### config.mk
export PLATFORM = sky130hd
export DESIGN_NAME = pipe_scoreboard
export DESIGN_NICKNAME = d
export VERILOG_FILES = /design/src/rtl/pipe_scoreboard.sv
export SDC_FILE = /design/constraint.sdc
export NUM_CORES = 1
export LEC_CHECK = 0
export CORE_MARGIN = 10
export CORE_UTILIZATION = 40
export DETAILED_ROUTE_END_ITERATION = 7
export PLACE_DENSITY = 0.69
export SLEW_MARGIN = 40
export SYNTH_ARGS = -nofsm -noshare
export SYNTH_HDL_FRONTEND = slang
export SYNTH_SLANG_ARGS = --single-unit
export TNS_END_PERCENT = 100
### constraint.sdc
create_clock -name clock -period 2.8 [get_ports clock]
set_clock_uncertainty 0.05 [all_clocks]
set_input_delay 0.56 -clock clock [delete_from_list [all_inputs] [get_ports clock]]
set_output_delay 0.56 -clock clock [all_outputs]
set_load 0.005 [all_outputs]
### src/rtl/pipe_scoreboard.sv
// Hazard-detection and forwarding scoreboard for a MIPS back end of any depth and load latency.
// Optional macro PIPE_SCB_PERF_EN adds stall_cycles/stall_events performance counters.
module pipe_scoreboard #(
   parameter  int RA_W     = 5,
   parameter  int DEPTH    = 4,
   parameter  int LOAD_LAT = 1,
   localparam int FW       = $clog2(DEPTH + 1)
) (
   input  logic            clock,
   input  logic            reset,
   input  logic            id_valid,
   input  logic [RA_W-1:0] id_rs,
   input  logic [RA_W-1:0] id_rt,
   input  logic            id_use_rs,
   input  logic            id_use_rt,
   input  logic [RA_W-1:0] id_rd,
   input  logic            id_reg_write,
   input  logic            id_mem_read,
   input  logic            flush,
   output logic            stall,
   output logic [FW-1:0]   fwd_a,
   output logic [FW-1:0]   fwd_b
`ifdef PIPE_SCB_PERF_EN
   ,
   output logic [31:0]     stall_cycles,
   output logic [31:0]     stall_events
`endif
);

   logic [DEPTH:1]  r_valid;
   logic [DEPTH:1]  r_isLoad;
   logic [RA_W-1:0] r_rd [1:DEPTH];

   logic            w_hazA;
   logic            w_hazB;
   logic [FW-1:0]   w_selA;
   logic [FW-1:0]   w_selB;
   logic            w_stall;
   logic            w_advance;
   logic            w_insert;

   // Scan oldest-to-youngest so the youngest matching producer is the one that sticks;
   // the WB entry is left out because the register file already writes it early.
   function automatic logic [FW:0] scanSrc(input logic [RA_W-1:0] src, input logic useSrc);
      logic          haz;
      logic [FW-1:0] sel;
      int            ready;
      haz   = 1'b0;
      sel   = '0;
      ready = 0;
      for (int j = DEPTH - 1; j >= 1; j--) begin
         if (useSrc && (src != '0) && r_valid[j] && (r_rd[j] == src)) begin
            ready = r_isLoad[j] ? (2 + LOAD_LAT) : 2;
            haz   = (ready > j + 1);
            sel   = (ready > j + 1) ? '0 : FW'(j + 1);
         end
      end
      return {haz, sel};
   endfunction

   always_comb begin
      {w_hazA, w_selA} = scanSrc(id_rs, id_use_rs);
      {w_hazB, w_selB} = scanSrc(id_rt, id_use_rt);
   end

   assign w_stall   = id_valid & ~flush & (w_hazA | w_hazB);
   assign w_advance = id_valid & ~flush & ~w_stall;
   assign w_insert  = w_advance & id_reg_write & (id_rd != '0);
   assign stall     = w_stall;

   // Valid/load flags and forwarding selects; a bubble in EX always selects the register file.
   always_ff @(posedge clock) begin
      if (reset) begin
         r_valid  <= '0;
         r_isLoad <= '0;
         fwd_a    <= '0;
         fwd_b    <= '0;
      end else begin
         for (int i = DEPTH; i >= 2; i--) begin
            r_valid[i]  <= r_valid[i-1];
            r_isLoad[i] <= r_isLoad[i-1];
         end
         r_valid[1]  <= w_insert;
         r_isLoad[1] <= w_insert & id_mem_read;
         fwd_a       <= w_advance ? w_selA : '0;
         fwd_b       <= w_advance ? w_selB : '0;
      end
   end

   // Destination addresses are qualified by r_valid, so they need no reset.
   always_ff @(posedge clock) begin
      for (int i = DEPTH; i >= 2; i--) begin
         r_rd[i] <= r_rd[i-1];
      end
      r_rd[1] <= id_rd;
   end

`ifdef PIPE_SCB_PERF_EN
   logic r_prevStall;

   always_ff @(posedge clock) begin
      if (reset) begin
         stall_cycles <= '0;
         stall_events <= '0;
         r_prevStall  <= 1'b0;
      end else begin
         r_prevStall <= w_stall;
         if (w_stall) begin
            stall_cycles <= stall_cycles + 32'd1;
         end
         if (w_stall && !r_prevStall) begin
            stall_events <= stall_events + 32'd1;
         end
      end
   end
`endif

endmodule
Yosys cells after proc, flatten, opt, wreduce, memory -nomap -nowiden
Memory sizes are Yosys's and may differ from the RTL's.
Index checks and enable logic that the tools add are counted.
{"block": "classes", "n_div": 0, "n_eq_ne": 6, "n_lt_le_gt_ge": 3, "n_mux": 18, "addsub": 0, "mul": 0, "shift": 0, "reduce_logical": 18, "bitwise": 10}
{"operator": "$eq A5 B5 Y1", "count": 6}
{"operator": "$mux W3", "count": 7}
{"operator": "$reduce_bool A5 Y1", "count": 3}
{"operator": "$logic_and A1 B1 Y1", "count": 14}
{"operator": "$mux W1", "count": 9}
{"operator": "$and A1 B1 Y1", "count": 6}
{"operator": "$gt A2 B2 Y1 const B", "count": 2}
{"operator": "$mux W2", "count": 2}
{"operator": "$gt A2 B3 Y1 const B", "count": 1}
{"operator": "$not A1 Y1", "count": 3}
{"operator": "$reduce_or A2 Y1", "count": 1}
{"operator": "$or A1 B1 Y1", "count": 1}
{"block": "totals", "output_inout_bits": 7, "elab_cells": 60, "regBits": 12, "latchBits": 0, "ramBits": 20, "memories": 1, "romBits": 0, "inputBits": 23}
{"name": "r_rd", "words": 4, "width": 5, "rd": 3, "rd_clocked_by_memory_dff": 0, "wr": 4, "line": "32", "rtl": "logic [RA_W-1:0] r_rd [1:DEPTH];"}

Logic depth before layout (Yosys ltp)
{"block": "depth", "word_depth": 14, "ltp_mapped": 5, "depth_no_buf": 5}

Least setup slack after synthesis
Ideal clock, no wire load.
{"block": "synth_timing", "path_type": "in2out", "from": "input id_rt[0]", "to": "output stall", "path_slack_ns": 0.453, "required_time_ns": 2.190, "path_buffers": 0, "t_arrival_ns": 1.737, "cell_stages": 5, "path_cell_list": "or4_1 o21ai_2 nor3_2 o21a_2 and3b_1"}
{"block": "synth_between", "elab_chain_cells": 9, "elab_cells_between_ends": 16, "classes_between": "eq/ne (3); mux (3); bitwise (2); reduce/logical (8)"}
{"element": "from (decl)", "line": "13", "rtl": "input logic [RA_W-1:0] id_rt,"}
{"element": "$reduce_bool A5 Y1", "line": "52", "rtl": "if (useSrc && (src != '0) && r_valid[j] && (r_rd[j] == src)) begin"}
{"element": "$logic_and A1 B1 Y1 (3 in series)", "line": "52"}
{"element": "$mux W1 (2 in series)", "line": "52"}
{"element": "$mux W1 *", "line": "52"}
{"element": "$or A1 B1 Y1 *", "line": "66", "rtl": "assign w_stall = id_valid & ~flush & (w_hazA | w_hazB);"}
{"element": "$and A1 B1 Y1 *", "line": "66"}
{"element": "to (decl)", "line": "20", "rtl": "output logic stall,"}
Mark *: on every way between the ends. The rest lies on a longest branch, timed or not.

Worst setup path in the final report
Ends and elaborated chain as after synthesis.

==> flow_summary.toml <==
[grt]
grt_antenna_before_repair = 0
grt_overflow = 0
grt_max_degree = 14
grtUsageMet2_pct = 18.0
met3_usage_pct = 3.21
grt_use_met1_pct = 10.9
first_global_vias = 964
grt_usage_pct = 10.4
grt-busiest-layer = "met2"
grt_first_pass_wirelength_um = 4320

[layout]
regArea_um2 = 500
nFillCells = 216
nets = 168
drive_gt1_share_pct = 20.1
final_util_pct = 61.5
multi_input_area_um2 = 557
synthToLayoutAreaGrowth_pct = 48.0
n_antenna_cell = 0

[synth]
synth-xor-area-share_pct = 25.5
synth_compound_area_share_pct = 6.68
synth_top_family_by_area = "XOR/XNOR gates"
synth-simple-area-share_pct = 19.2
yosysWarnings = 0
synthMuxAreaShare_pct = 0
synth_top_flop_cell = "dfxtp_1"
mappedNetlistArea_um2 = 1030
syn_nets = 118
synth-adder-area-share_pct = 0
avgSynthCellArea_um2 = 10.8
seq_area_frac_synth_pct = 48.6
ys_seq_elements = 25
synth_cells = 95
synth_async_sr_flop_share_pct = 0
synth_edf_count = 0
ys_types = 20

[critical_path]
crit_family = "simple AND/OR/NAND/NOR gates"
path_class = "in -> out"
cp.required_ns = 2.19
startpoint_type = "input port"
critPathMaxStageDelay_ns = 0.55
crit_buf_inv = 2
crit_arrival_ns = 2.14
cp_max_fo = 2
slowest_stage = "or4_4"
cp-end-kind = "primary output"
crit_chain = "dlygate4sd2_1 -> or4_4 -> o21ai_4 -> nor3_2 -> o21a_2 -> and3b_1 -> clkdlybuf4s15_1"

[power_and_ir_drop]
ir_drop_v = 0.000404
power.leakage_nw = 0.591
p_seq_share_pct = 59.3
swShare_pct = 23.9
clkPwrFrac_pct = 24.1
combPwrFrac_pct = 16.6
intPower_mw = 0.488
switchingPower_mw = 0.153
pwr_density_cell_nw_per_um2 = 421

[hold_path]
hp-class = "reg -> reg"

[drt]
vias_per_cell = 4.86
wl_per_cell_um = 14.8
wirelength_um = 2580
drc = 0
firstDrtPassIters = 2
drtIter0Drc = 21
ant_nets = 0
vias = 845

[floorplan]
die_w_um = 70.7
die_y_um = 70.7
row_count = 18
die-area_um2 = 5000
initial_core_util_pct = 41.6
core_area_um2 = 2480
io_pins = 30

[sta]
fin_crit_sh_pct = 98.2
final-max-slew-violation-count = 0
grt_setup_unrepaired = "false"
finalCriticalPeriod_ns = 2.75
max-slew-margin-rel_pct = 71.4
fmax_mhz = 364
worst_pin_slew_ns = 0.425
finalHoldViolations = 0
setup-violations-final = 0
setup_ws_ns = 0.0509
finalHoldWorstSlack_ns = 0.349

[clocking]
numCtsBuffers = 3
cts_buffer_depth = 2
clock-sinks = 25
cts_max_level = 1
clock_latency_ns = 0.31
ctsHoldBuffers = 0
cts_root_buffer = "clkbuf_4"
cts_tree = "done"
clk_pin_slew_worst_paths_ns = 0.12

[status]
status = "finished, final reports clean"

[place]
hpwlAfterDp_um = 2190
gp_congestion = 0.937
port_buffers = 29
dp_slack_ns = -0.421

[job]
drv_cap = 0
-- stage by stage --
| stage | power [mW] | setup TNS [ns] | instance area, µm² | std cells |
|---|---|---|---|---|
| after CTS | 0.646 | 0 | 1510 | 174 |
| final | 0.642 | 0 | 1520 | 174 |
| after global routing | 0.672 | 0 | 1520 | 174 |
| after global placement | 0.493 | -0.376 | 1470 | 169 |
| after detailed placement | 0.495 | -0.421 | 1470 | 169 |
| after floorplan | 0.429 | 0 | 1030 | 95 |
-- layout by cell type, fill, tap and decap left out --
| cell type | count |
|---|---|
| a211o_1 | 2 |
| and3b_1 | 1 |
| buf_4 | 16 |
| clkbuf_1 | 1 |
| clkbuf_4 | 3 |
| clkdlybuf4s15_1 | 1 |
| clkdlybuf4s50_1 | 19 |
| dfxtp_1 | 25 |
| dlygate4sd2_1 | 8 |
| dlymetal6s2s_1 | 1 |
| nand2_1 | 4 |
| nand3_1 | 2 |
| nand4_1 | 4 |
| nor2_1 | 2 |
| nor2b_1 | 2 |
| nor3_1 | 4 |
| nor3_2 | 4 |
| nor3b_1 | 1 |
| nor4_1 | 4 |
| o21a_2 | 1 |
| o21ai_0 | 1 |
| o21ai_4 | 2 |
| o21ba_1 | 2 |
| or3b_2 | 1 |
| or4_1 | 1 |
| or4_4 | 2 |
| xnor2_1 | 16 |
| xor2_1 | 14 |
-- state kept, by name, indices dropped and copies added (netlist names) --
name      flops
r_rd         15
r_valid       3
r_isLoad      1
fwd_b         3
fwd_a         3
-- area by class of cell --
| type | count | area share (%) |
|---|---|---|
| clock buffer | 4 | 1.72 |
| sequential | 25 | 32.8 |
| tap | 30 | 2.46 |
| multi-input combinational | 70 | 36.5 |
| timing repair buffer | 45 | 26.4 |
-- synthesized netlist by cell type (2+ instances only) --
library cell  count  share of area [%]
nor3_1            5                2.4
xor2_1           14                 12
o21ba_1           2                1.9
a211o_1           2                1.7
xnor2_1          16                 14
nor3_2            3                2.9
nor4_1            4                2.4
nand3_1           2               0.97
nor2_1            2               0.73
nand2_1           4                1.5
o21ai_2           2                1.7
nand4_1           4                2.4
nor2b_1           2                1.2
dfxtp_1          25                 49
or4_1             3                2.2
-- kinds of logic (layout without fill, tap and decap cells) --
group | Yosys count | count (layout)
buffers and inverters | 0 | 49
DFF | 25 | 25
AOI/OAI and AO/OA | 8 | 8
and+or+nand+nor | 32 | 32
xor gates and xnor gates | 30 | 30
-- power groups by stage --
stage | Sequential (mW) | Combinational, mW | Clock, mW
after floorplan | 0.386 | 0.0426 | 0
after global placement | 0.388 | 0.106 | 0
after detailed placement | 0.389 | 0.107 | 0
after CTS | 0.381 | 0.106 | 0.160
after global routing | 0.383 | 0.116 | 0.173
final | 0.381 | 0.107 | 0.155
-- worst reg2reg max path, stage by stage, from the launching register on --
cell and delay [ns]:
dfxtp_1 0.36, xor2_1 0.18, nor4_1 0.36, nand3_1 0.22, o21ba_1 0.21, nor3_1 0.12
-- routing by layer --
layer | share of wire, % | wire length, µm
met5 | 0 | 0
met1 | 42 | 1080
met2 | 49 | 1260
met3 | 6.4 | 165
met4 | 3.2 | 82
-- path summary, 6_finish.rpt --
| check | from | endpoint | slack (ns) | cells past startpoint |
|---|---|---|---|---|
| setup / recovery | id_rt[0] | stall | 0.05 | 7 |
| hold / removal | r_rd[0][13]$_DFF_P_ | r_rd[0][18]$_DFF_P_ | 0.35 | 0 |
| setup reg to reg | r_rd[0][13]$_DFF_P_ | fwd_a[1]$_SDFF_PP0_ | 1.23 | 5 |
| hold reg to reg | r_rd[0][13]$_DFF_P_ | r_rd[0][18]$_DFF_P_ | 0.35 | 0 |
-- repair_timing --
item | CTS | global route
gates resized for setup | 13 | 3
pin swaps | 5 | 3
setup endpoints to repair | 1 | 1
setup buffers | 1 | 0
(Power assumes the default switching activity.)
